## src/rtl/pll_drp_if.sv

```systemverilog
// DRP access bus between a configuration master and the PLL register bank.
// Master drives address/strobe/data, slave returns read data and DRDY.
interface pll_drp_if;
  logic [6:0]  DADDR;
  logic        DEN;
  logic        DWE;
  logic [15:0] DI;
  logic [15:0] DO;
  logic        DRDY;

  modport master (
    output DADDR, DEN, DWE, DI,
    input  DO, DRDY
  );

  modport slave (
    input  DADDR, DEN, DWE, DI,
    output DO, DRDY
  );
endinterface

```

## src/rtl/pll_drp.sv

```systemverilog
// PLL/MMCM DRP register bank with 7-series ClkReg1/ClkReg2/DivReg decode.
// Optional PLL_DRP_WRITE_LOCK_EN: writes only land while PLL_RST is high.
module pll_drp #(
  parameter int CHANNELS     = 6,
  parameter int DRDY_LATENCY = 3
) (
  input  logic                    DCLK,
  input  logic                    RST_N,
  pll_drp_if.slave                drp,
  input  logic                    PLL_RST,
  output logic                    DRP_ERR,
  output logic                    CFG_UPDATE,
  output logic [8*CHANNELS-1:0]   CLKOUT_DIVIDE,
  output logic [8*CHANNELS-1:0]   CLKOUT_HIGH_HALF,
  output logic [9*CHANNELS-1:0]   CLKOUT_PHASE,
  output logic [7:0]              CLKFBOUT_MULT,
  output logic [7:0]              DIVCLK_DIVIDE
);

  typedef enum logic {IDLE, BUSY} state_t;

  localparam logic [3:0] LAT  = 4'(DRDY_LATENCY);
  localparam bit         FAST = (DRDY_LATENCY == 1);

  state_t      state;
  logic [3:0]  cnt;
  logic [6:0]  a_addr;
  logic        a_we;
  logic [15:0] a_di;
  logic        pend;

  logic [15:0] r1 [CHANNELS];
  logic [7:0]  r2 [CHANNELS];
  logic [15:0] fb1;
  logic [7:0]  fb2;
  logic [13:0] dv;

  logic [6:0]  acc_addr;
  logic        acc_we;
  logic [15:0] acc_di;
  logic        acc_lock;
  logic        fire;
  logic        mapped;
  logic        wr_ok;
  logic [15:0] rdata;
  logic [15:0] wmask;

  function automatic logic [7:0] len(
    input logic [5:0] v
  );
    return (v == 6'd0) ? 8'd64 : {2'b00, v};
  endfunction

  function automatic logic [7:0] divide(
    input logic [5:0] h,
    input logic [5:0] l,
    input logic       nc
  );
    return nc ? 8'd1 : len(h) + len(l);
  endfunction

  function automatic logic [7:0] half(
    input logic [5:0] h,
    input logic       e,
    input logic       nc
  );
    return nc ? 8'd1 : (len(h) << 1) + {7'd0, e};
  endfunction

  // With latency 1 the completing edge is the accepting edge,
  // so the access is taken straight from the bus.
  always_comb begin
    if (state == IDLE) begin
      acc_addr = drp.DADDR;
      acc_we   = drp.DWE;
      acc_di   = drp.DI;
    end else begin
      acc_addr = a_addr;
      acc_we   = a_we;
      acc_di   = a_di;
    end
  end

`ifdef PLL_DRP_WRITE_LOCK_EN
  logic a_lock;
  assign acc_lock = (state == IDLE) ? PLL_RST : a_lock;
  always_ff @(posedge DCLK) begin
    if (!RST_N)
      a_lock <= 1'b0;
    else if (state == IDLE && drp.DEN)
      a_lock <= PLL_RST;
  end
`else
  logic unused_pll_rst;
  assign acc_lock       = 1'b1;
  assign unused_pll_rst = PLL_RST;
`endif

  always_comb begin
    rdata  = '0;
    wmask  = '0;
    mapped = 1'b0;
    for (int i = 0; i < CHANNELS; i++) begin
      if (acc_addr == 7'(8 + 2*i)) begin
        rdata  = r1[i];
        wmask  = 16'hFFFF;
        mapped = 1'b1;
      end
      if (acc_addr == 7'(9 + 2*i)) begin
        rdata  = {8'h00, r2[i]};
        wmask  = 16'h00FF;
        mapped = 1'b1;
      end
    end
    case (acc_addr)
      7'h14: begin
        rdata  = fb1;
        wmask  = 16'hFFFF;
        mapped = 1'b1;
      end
      7'h15: begin
        rdata  = {8'h00, fb2};
        wmask  = 16'h00FF;
        mapped = 1'b1;
      end
      7'h16: begin
        rdata  = {2'b00, dv};
        wmask  = 16'h3FFF;
        mapped = 1'b1;
      end
      default: ;
    endcase
  end

  assign fire  = FAST ? (state == IDLE && drp.DEN)
                      : (state == BUSY && cnt == 4'd2);
  assign wr_ok = fire && acc_we && mapped && acc_lock;

  always_ff @(posedge DCLK) begin
    if (!RST_N) begin
      state      <= IDLE;
      cnt        <= '0;
      a_addr     <= '0;
      a_we       <= 1'b0;
      a_di       <= '0;
      pend       <= 1'b0;
      drp.DRDY   <= 1'b0;
      drp.DO     <= '0;
      DRP_ERR    <= 1'b0;
      CFG_UPDATE <= 1'b0;
      for (int i = 0; i < CHANNELS; i++) begin
        r1[i] <= 16'h0041;
        r2[i] <= 8'h00;
      end
      fb1 <= 16'h0041;
      fb2 <= 8'h00;
      dv  <= 14'h1041;
    end else begin
      drp.DRDY   <= fire;
      drp.DO     <= (fire && !acc_we) ? rdata : 16'h0000;
      pend       <= wr_ok && ((acc_di & wmask) != rdata);
      CFG_UPDATE <= pend;
      case (state)
        IDLE: if (drp.DEN) begin
          state  <= BUSY;
          cnt    <= LAT;
          a_addr <= drp.DADDR;
          a_we   <= drp.DWE;
          a_di   <= drp.DI;
        end
        BUSY: begin
          cnt <= cnt - 4'd1;
          if (drp.DEN)
            DRP_ERR <= 1'b1;
          if (cnt == 4'd1)
            state <= IDLE;
        end
      endcase
`ifdef PLL_DRP_WRITE_LOCK_EN
      if (fire && acc_we && mapped && !acc_lock)
        DRP_ERR <= 1'b1;
`endif
      if (wr_ok) begin
        for (int i = 0; i < CHANNELS; i++) begin
          if (acc_addr == 7'(8 + 2*i))
            r1[i] <= acc_di;
          if (acc_addr == 7'(9 + 2*i))
            r2[i] <= acc_di[7:0];
        end
        if (acc_addr == 7'h14)
          fb1 <= acc_di;
        if (acc_addr == 7'h15)
          fb2 <= acc_di[7:0];
        if (acc_addr == 7'h16)
          dv <= acc_di[13:0];
      end
    end
  end

  always_ff @(posedge DCLK) begin
    if (!RST_N) begin
      for (int i = 0; i < CHANNELS; i++) begin
        CLKOUT_DIVIDE[8*i +: 8]    <= 8'd2;
        CLKOUT_HIGH_HALF[8*i +: 8] <= 8'd2;
        CLKOUT_PHASE[9*i +: 9]     <= 9'd0;
      end
      CLKFBOUT_MULT <= 8'd2;
      DIVCLK_DIVIDE <= 8'd1;
    end else begin
      for (int i = 0; i < CHANNELS; i++) begin
        CLKOUT_DIVIDE[8*i +: 8] <=
          divide(r1[i][11:6], r1[i][5:0], r2[i][6]);
        CLKOUT_HIGH_HALF[8*i +: 8] <=
          half(r1[i][11:6], r2[i][7], r2[i][6]);
        CLKOUT_PHASE[9*i +: 9] <=
          {r2[i][5:0], r1[i][15:13]};
      end
      CLKFBOUT_MULT <= divide(fb1[11:6], fb1[5:0], fb2[6]);
      DIVCLK_DIVIDE <= divide(dv[11:6], dv[5:0], dv[12]);
    end
  end

  // Feedback phase/edge and DivReg edge are stored for readback only.
  logic unused_bits;
  assign unused_bits = ^{fb1[15:12], fb2[7], fb2[5:0], dv[13]};

endmodule

```

## src/flat_wrapper.sv

```systemverilog
// flat-port wrapper written by rule: the top's interface ports become plain ports
module pll_drp_flat 
#(
  parameter int CHANNELS     = 6,
  parameter int DRDY_LATENCY = 3
)
  (DCLK, RST_N, PLL_RST, DRP_ERR, CFG_UPDATE, CLKOUT_DIVIDE, CLKOUT_HIGH_HALF, CLKOUT_PHASE, CLKFBOUT_MULT, DIVCLK_DIVIDE, drp_DADDR, drp_DEN, drp_DWE, drp_DI, drp_DO, drp_DRDY);
  pll_drp_if drp_i ();
  input  logic DCLK;
  input  logic RST_N;
  input  logic PLL_RST;
  output logic DRP_ERR;
  output logic CFG_UPDATE;
  output logic [8*CHANNELS-1:0] CLKOUT_DIVIDE;
  output logic [8*CHANNELS-1:0] CLKOUT_HIGH_HALF;
  output logic [9*CHANNELS-1:0] CLKOUT_PHASE;
  output logic [7:0] CLKFBOUT_MULT;
  output logic [7:0] DIVCLK_DIVIDE;
  input wire logic [$bits(drp_i.DADDR)-1:0] drp_DADDR;
  input wire logic [$bits(drp_i.DEN)-1:0] drp_DEN;
  input wire logic [$bits(drp_i.DWE)-1:0] drp_DWE;
  input wire logic [$bits(drp_i.DI)-1:0] drp_DI;
  output wire logic [$bits(drp_i.DO)-1:0] drp_DO;
  output wire logic [$bits(drp_i.DRDY)-1:0] drp_DRDY;
  assign drp_i.DADDR = drp_DADDR;
  assign drp_i.DEN = drp_DEN;
  assign drp_i.DWE = drp_DWE;
  assign drp_i.DI = drp_DI;
  assign drp_DO = drp_i.DO;
  assign drp_DRDY = drp_i.DRDY;
  pll_drp #(.CHANNELS(CHANNELS), .DRDY_LATENCY(DRDY_LATENCY)) u_core (.DCLK(DCLK), .RST_N(RST_N), .drp(drp_i), .PLL_RST(PLL_RST), .DRP_ERR(DRP_ERR), .CFG_UPDATE(CFG_UPDATE), .CLKOUT_DIVIDE(CLKOUT_DIVIDE), .CLKOUT_HIGH_HALF(CLKOUT_HIGH_HALF), .CLKOUT_PHASE(CLKOUT_PHASE), .CLKFBOUT_MULT(CLKFBOUT_MULT), .DIVCLK_DIVIDE(DIVCLK_DIVIDE));
endmodule
```

## config.mk

```make
export PLATFORM = sky130hd
export DESIGN_NAME = pll_drp_flat
export DESIGN_NICKNAME = d
export VERILOG_FILES = /design/src/rtl/pll_drp_if.sv /design/src/rtl/pll_drp.sv /design/src/flat_wrapper.sv
export SDC_FILE = /design/constraint.sdc
export NUM_CORES = 1
export LEC_CHECK = 0
export CORE_ASPECT_RATIO = 0.5
export CORE_UTILIZATION = 51
export CTS_CLUSTER_SIZE = 12
export DETAILED_ROUTE_END_ITERATION = 8
export PLACE_DENSITY = 0.85
export SETUP_SLACK_MARGIN = 0.05
export SLEW_MARGIN = 20
export SYNTH_ARGS = -nofsm -noshare
export SYNTH_HDL_FRONTEND = slang
export SYNTH_SLANG_ARGS = --single-unit
```

## constraint.sdc

```tcl
create_clock -name DCLK -period 4.65 [get_ports DCLK]
set_input_delay 1.395 -clock DCLK [delete_from_list [all_inputs] [get_ports DCLK]]
set_output_delay 1.395 -clock DCLK [all_outputs]
set_load 0.05 [all_outputs]
```

==> results.sh <==
export IMPL_fmax_ghz=0.228
export IMPL_setup_viol=0
export IMPL_drc=0
export IMPL_p_leak_nw=8.75
export IMPL_cap_violations=0
export IMPL_syn2layout_area_growth_pct=25.6
export IMPL_grt_pass1_wl_um=89500
export IMPL_port_buffers=211
export IMPL_grt_max_degree=82
export IMPL_async_reset_ff_share_pct=0
export IMPL_syn_nets=1906
export IMPL_cts_repair_resized=0
export IMPL_min_path_type="register to register"
export IMPL_crit_arrival_ns=4.81
export IMPL_mostFrequentLayoutCells="nor2_1, dfxtp_1, clkdlybuf4s50_1, buf_4, edfxtp_1"
export IMPL_worstPathMaxFanout=7
export IMPL_layout_commonest_cell="nor2_1"
export IMPL_relSlewSlack_pct=37.5
export IMPL_core_area_um2=33600
export IMPL_drive_above_1_share_pct=12.0
export IMPL_initial_utilization_pct=52.7
export IMPL_first_pass_iters=6
export IMPL_clkSinkCount=397
export IMPL_status="completed"
export IMPL_cp_required_ns=5.08
export IMPL_wire_per_inst_um=24.0
export IMPL_ir_worst_vdd_mv=0.200
export IMPL_dp_hpwl_um=44400
export IMPL_startpoint_type="input port"
export IMPL_power_density_nw_per_um2=356
export IMPL_cts_tree="built"
export IMPL_clockRootBuffer="clkbuf_16"
export IMPL_worstMarginPinSlew_ns=0.919
export IMPL_grt_total_usage_pct=33.9
export IMPL_dpl_cell_area_um2=21000
export IMPL_min_period_over_period_pct=94.2
export IMPL_yosys_warnings=0
export IMPL_cts_buffers_inserted=39
export IMPL_grt_pass1_vias=14800
export IMPL_insertion_delay_ns=0.55
export IMPL_drtAntennaViolNets=0
export IMPL_rsz0062_at_grt="false"
export IMPL_grt_antenna_before_repair=1
export IMPL_dr_total_vias=15200
export IMPL_wl_um=60600
export IMPL_routabilityCongestion=1.05
export IMPL_synth_area_per_cell_um2=9.77
export IMPL_cts_path_max_buffers=3
export IMPL_rows=47
export IMPL_ys_types=85
export IMPL_drv_slew=0
export IMPL_synth_flop_cell="dfxtp_1"
export IMPL_drt_initial_drc_count=2180
export IMPL_final_area_um2=22200
export IMPL_period_needed_ns=4.38
export IMPL_hold_viol=0
export IMPL_finish_net_count=2132
export IMPL_fin_skew_ns=0.0120
export IMPL_path_class="input port to register"
export IMPL_fp_dieW_um=265
export IMPL_cts_setup_buffers=0
export IMPL_ios=213
export IMPL_vias_per_cell=6.02
export IMPL_ys_seq_area_share_pct=53.0
export IMPL_clkTransAtPathRegs_ns=0.06
export IMPL_grt_overflow_total=0
export IMPL_fp_dieArea_um2=35500
export IMPL_holdBufCountCts=0
export IMPL_syn_area_um2=17700
export IMPL_ys_seq_elements=397
export IMPL_endpoint_kind="register"
export IMPL_final_setup_tns_ns=0
export IMPL_synth_cells=1811
export IMPL_h_tree_depth=2
export IMPL_synth_edff_count=144
export IMPL_dieHeight_um=134
==> where the power goes <==
group / total, mW / switching (mW) / internal (mW)
logic: 1.08 / 0.706 / 0.372
clock network: 3.03 / 1.32 / 1.71
registers: 3.80 / 0.0948 / 3.70
==> worst max-delay path, stage by stage <==
cell and delay (ns):
clkdlybuf4s50_1 0.64, or3_1 0.34, nand2_1 0.11, buf_4 0.15, and2_0 0.26, a22o_1 0.31
nor3_1 0.67, buf_4 0.22, o32ai_1 0.07, nor4_1 0.27, and4b_1 0.28, a31oi_1 0.09
==> sequential cells by signal, indices dropped and copies added, names as in the netlist, 4 cells and up <==
name / count
u_core.r1: 96
u_core.CLKOUT_PHASE: 54
u_core.CLKOUT_DIVIDE: 48
u_core.CLKOUT_HIGH_HALF: 48
u_core.r2: 48
u_core.a_di: 16
u_core.drp.DO: 16
u_core.fb1: 16
u_core.dv: 14
u_core.CLKFBOUT_MULT: 8
u_core.DIVCLK_DIVIDE: 8
u_core.fb2: 8
u_core.a_addr: 7
u_core.cnt: 4
==> layout make-up <==
type,count,area (um^2)
diodes,2,5.00
multi-input cells,1187,7430
clock inverters,1,20.0
flip-flops and latches,397,9390
well taps,465,582
fillers,2597,11400
repair buffers,372,3480
inverters,40,150
clock buffers,64,1160
==> through the flow <==
stage	setup WS, ns	instances	utilization, %	hold slack (ns)	power [mW]
6_report	0.270	2528	66.2	0.456	7.91
5_1_grt	0.150	2526	66.2	0.487	8.10
4_1_cts	0.414	2526	66.2	0.456	7.88
3_5_place_dp	-0.120	2461	62.6	0.448	4.90
3_3_place_gp	-0.179	2461	62.6	0.442	4.89
2_1_floorplan	0.126	1811	-	0.412	4.44
==> logic make-up (layout without fill, tap and decap cells) <==
group,Yosys count,count (layout),share of synthesized area (%)
simple gates,676,676,18.7
flops,397,397,53.0
compound gates,384,384,14.9
buf+inv,227,477,5.17
fa+ha+maj,67,67,5.08
xor+xnor,36,36,1.78
mux,24,24,1.39
other cells,0,2,0
==> metal layers <==
| layer | up-vias | global-route usage (%) | share of wire (%) |
|---|---|---|---|
| met1 | 7326 | 45.0 | 39 |
| li1 | 6755 | - | - |
| met3 | 155 | 12.1 | 14 |
| met4 | 2 | 9.73 | 3.3 |
| met2 | 976 | 52.3 | 44 |
| met5 | - | 0 | 0.021 |
==> synthesized netlist by cell type, types with 18 or more instances <==
cell / number / area share (%)
xnor2_1: 22 / 1.1
nor2b_1: 35 / 1.2
a21oi_1: 78 / 2.2
a21o_1: 46 / 2.0
dfxtp_1: 253 / 29
nor2_1: 272 / 5.8
edfxtp_1: 144 / 24
nand3_1: 20 / 0.57
buf_2: 21 / 0.59
a22oi_1: 26 / 1.1
ha_1: 59 / 4.2
mux2i_1: 19 / 1.1
nand2b_1: 20 / 0.71
a211oi_1: 46 / 2.0
and2_1: 90 / 3.2
inv_1: 39 / 0.83
or4_1: 18 / 0.76
nor3_1: 38 / 1.1
o21ai_0: 71 / 2.0
nand2_1: 117 / 2.5
clkbuf_1: 155 / 3.3
==> path summary, 6_finish.rpt <==
| check | startpoint | end | slack, ns | cells past startpoint |
|---|---|---|---|---|
| worst min register to register | u_core.a_di[9] | u_core.a_di[9] | 0.46 | 2 |
| worst max-delay path | drp_DADDR[0] | u_core.pend | 0.27 | 12 |
| worst min-delay path | u_core.a_di[9] | u_core.a_di[9] | 0.46 | 2 |
| worst max register to register | u_core.state | u_core.pend | 0.82 | 11 |
Note: power is estimated with default switching activity, not from simulation.
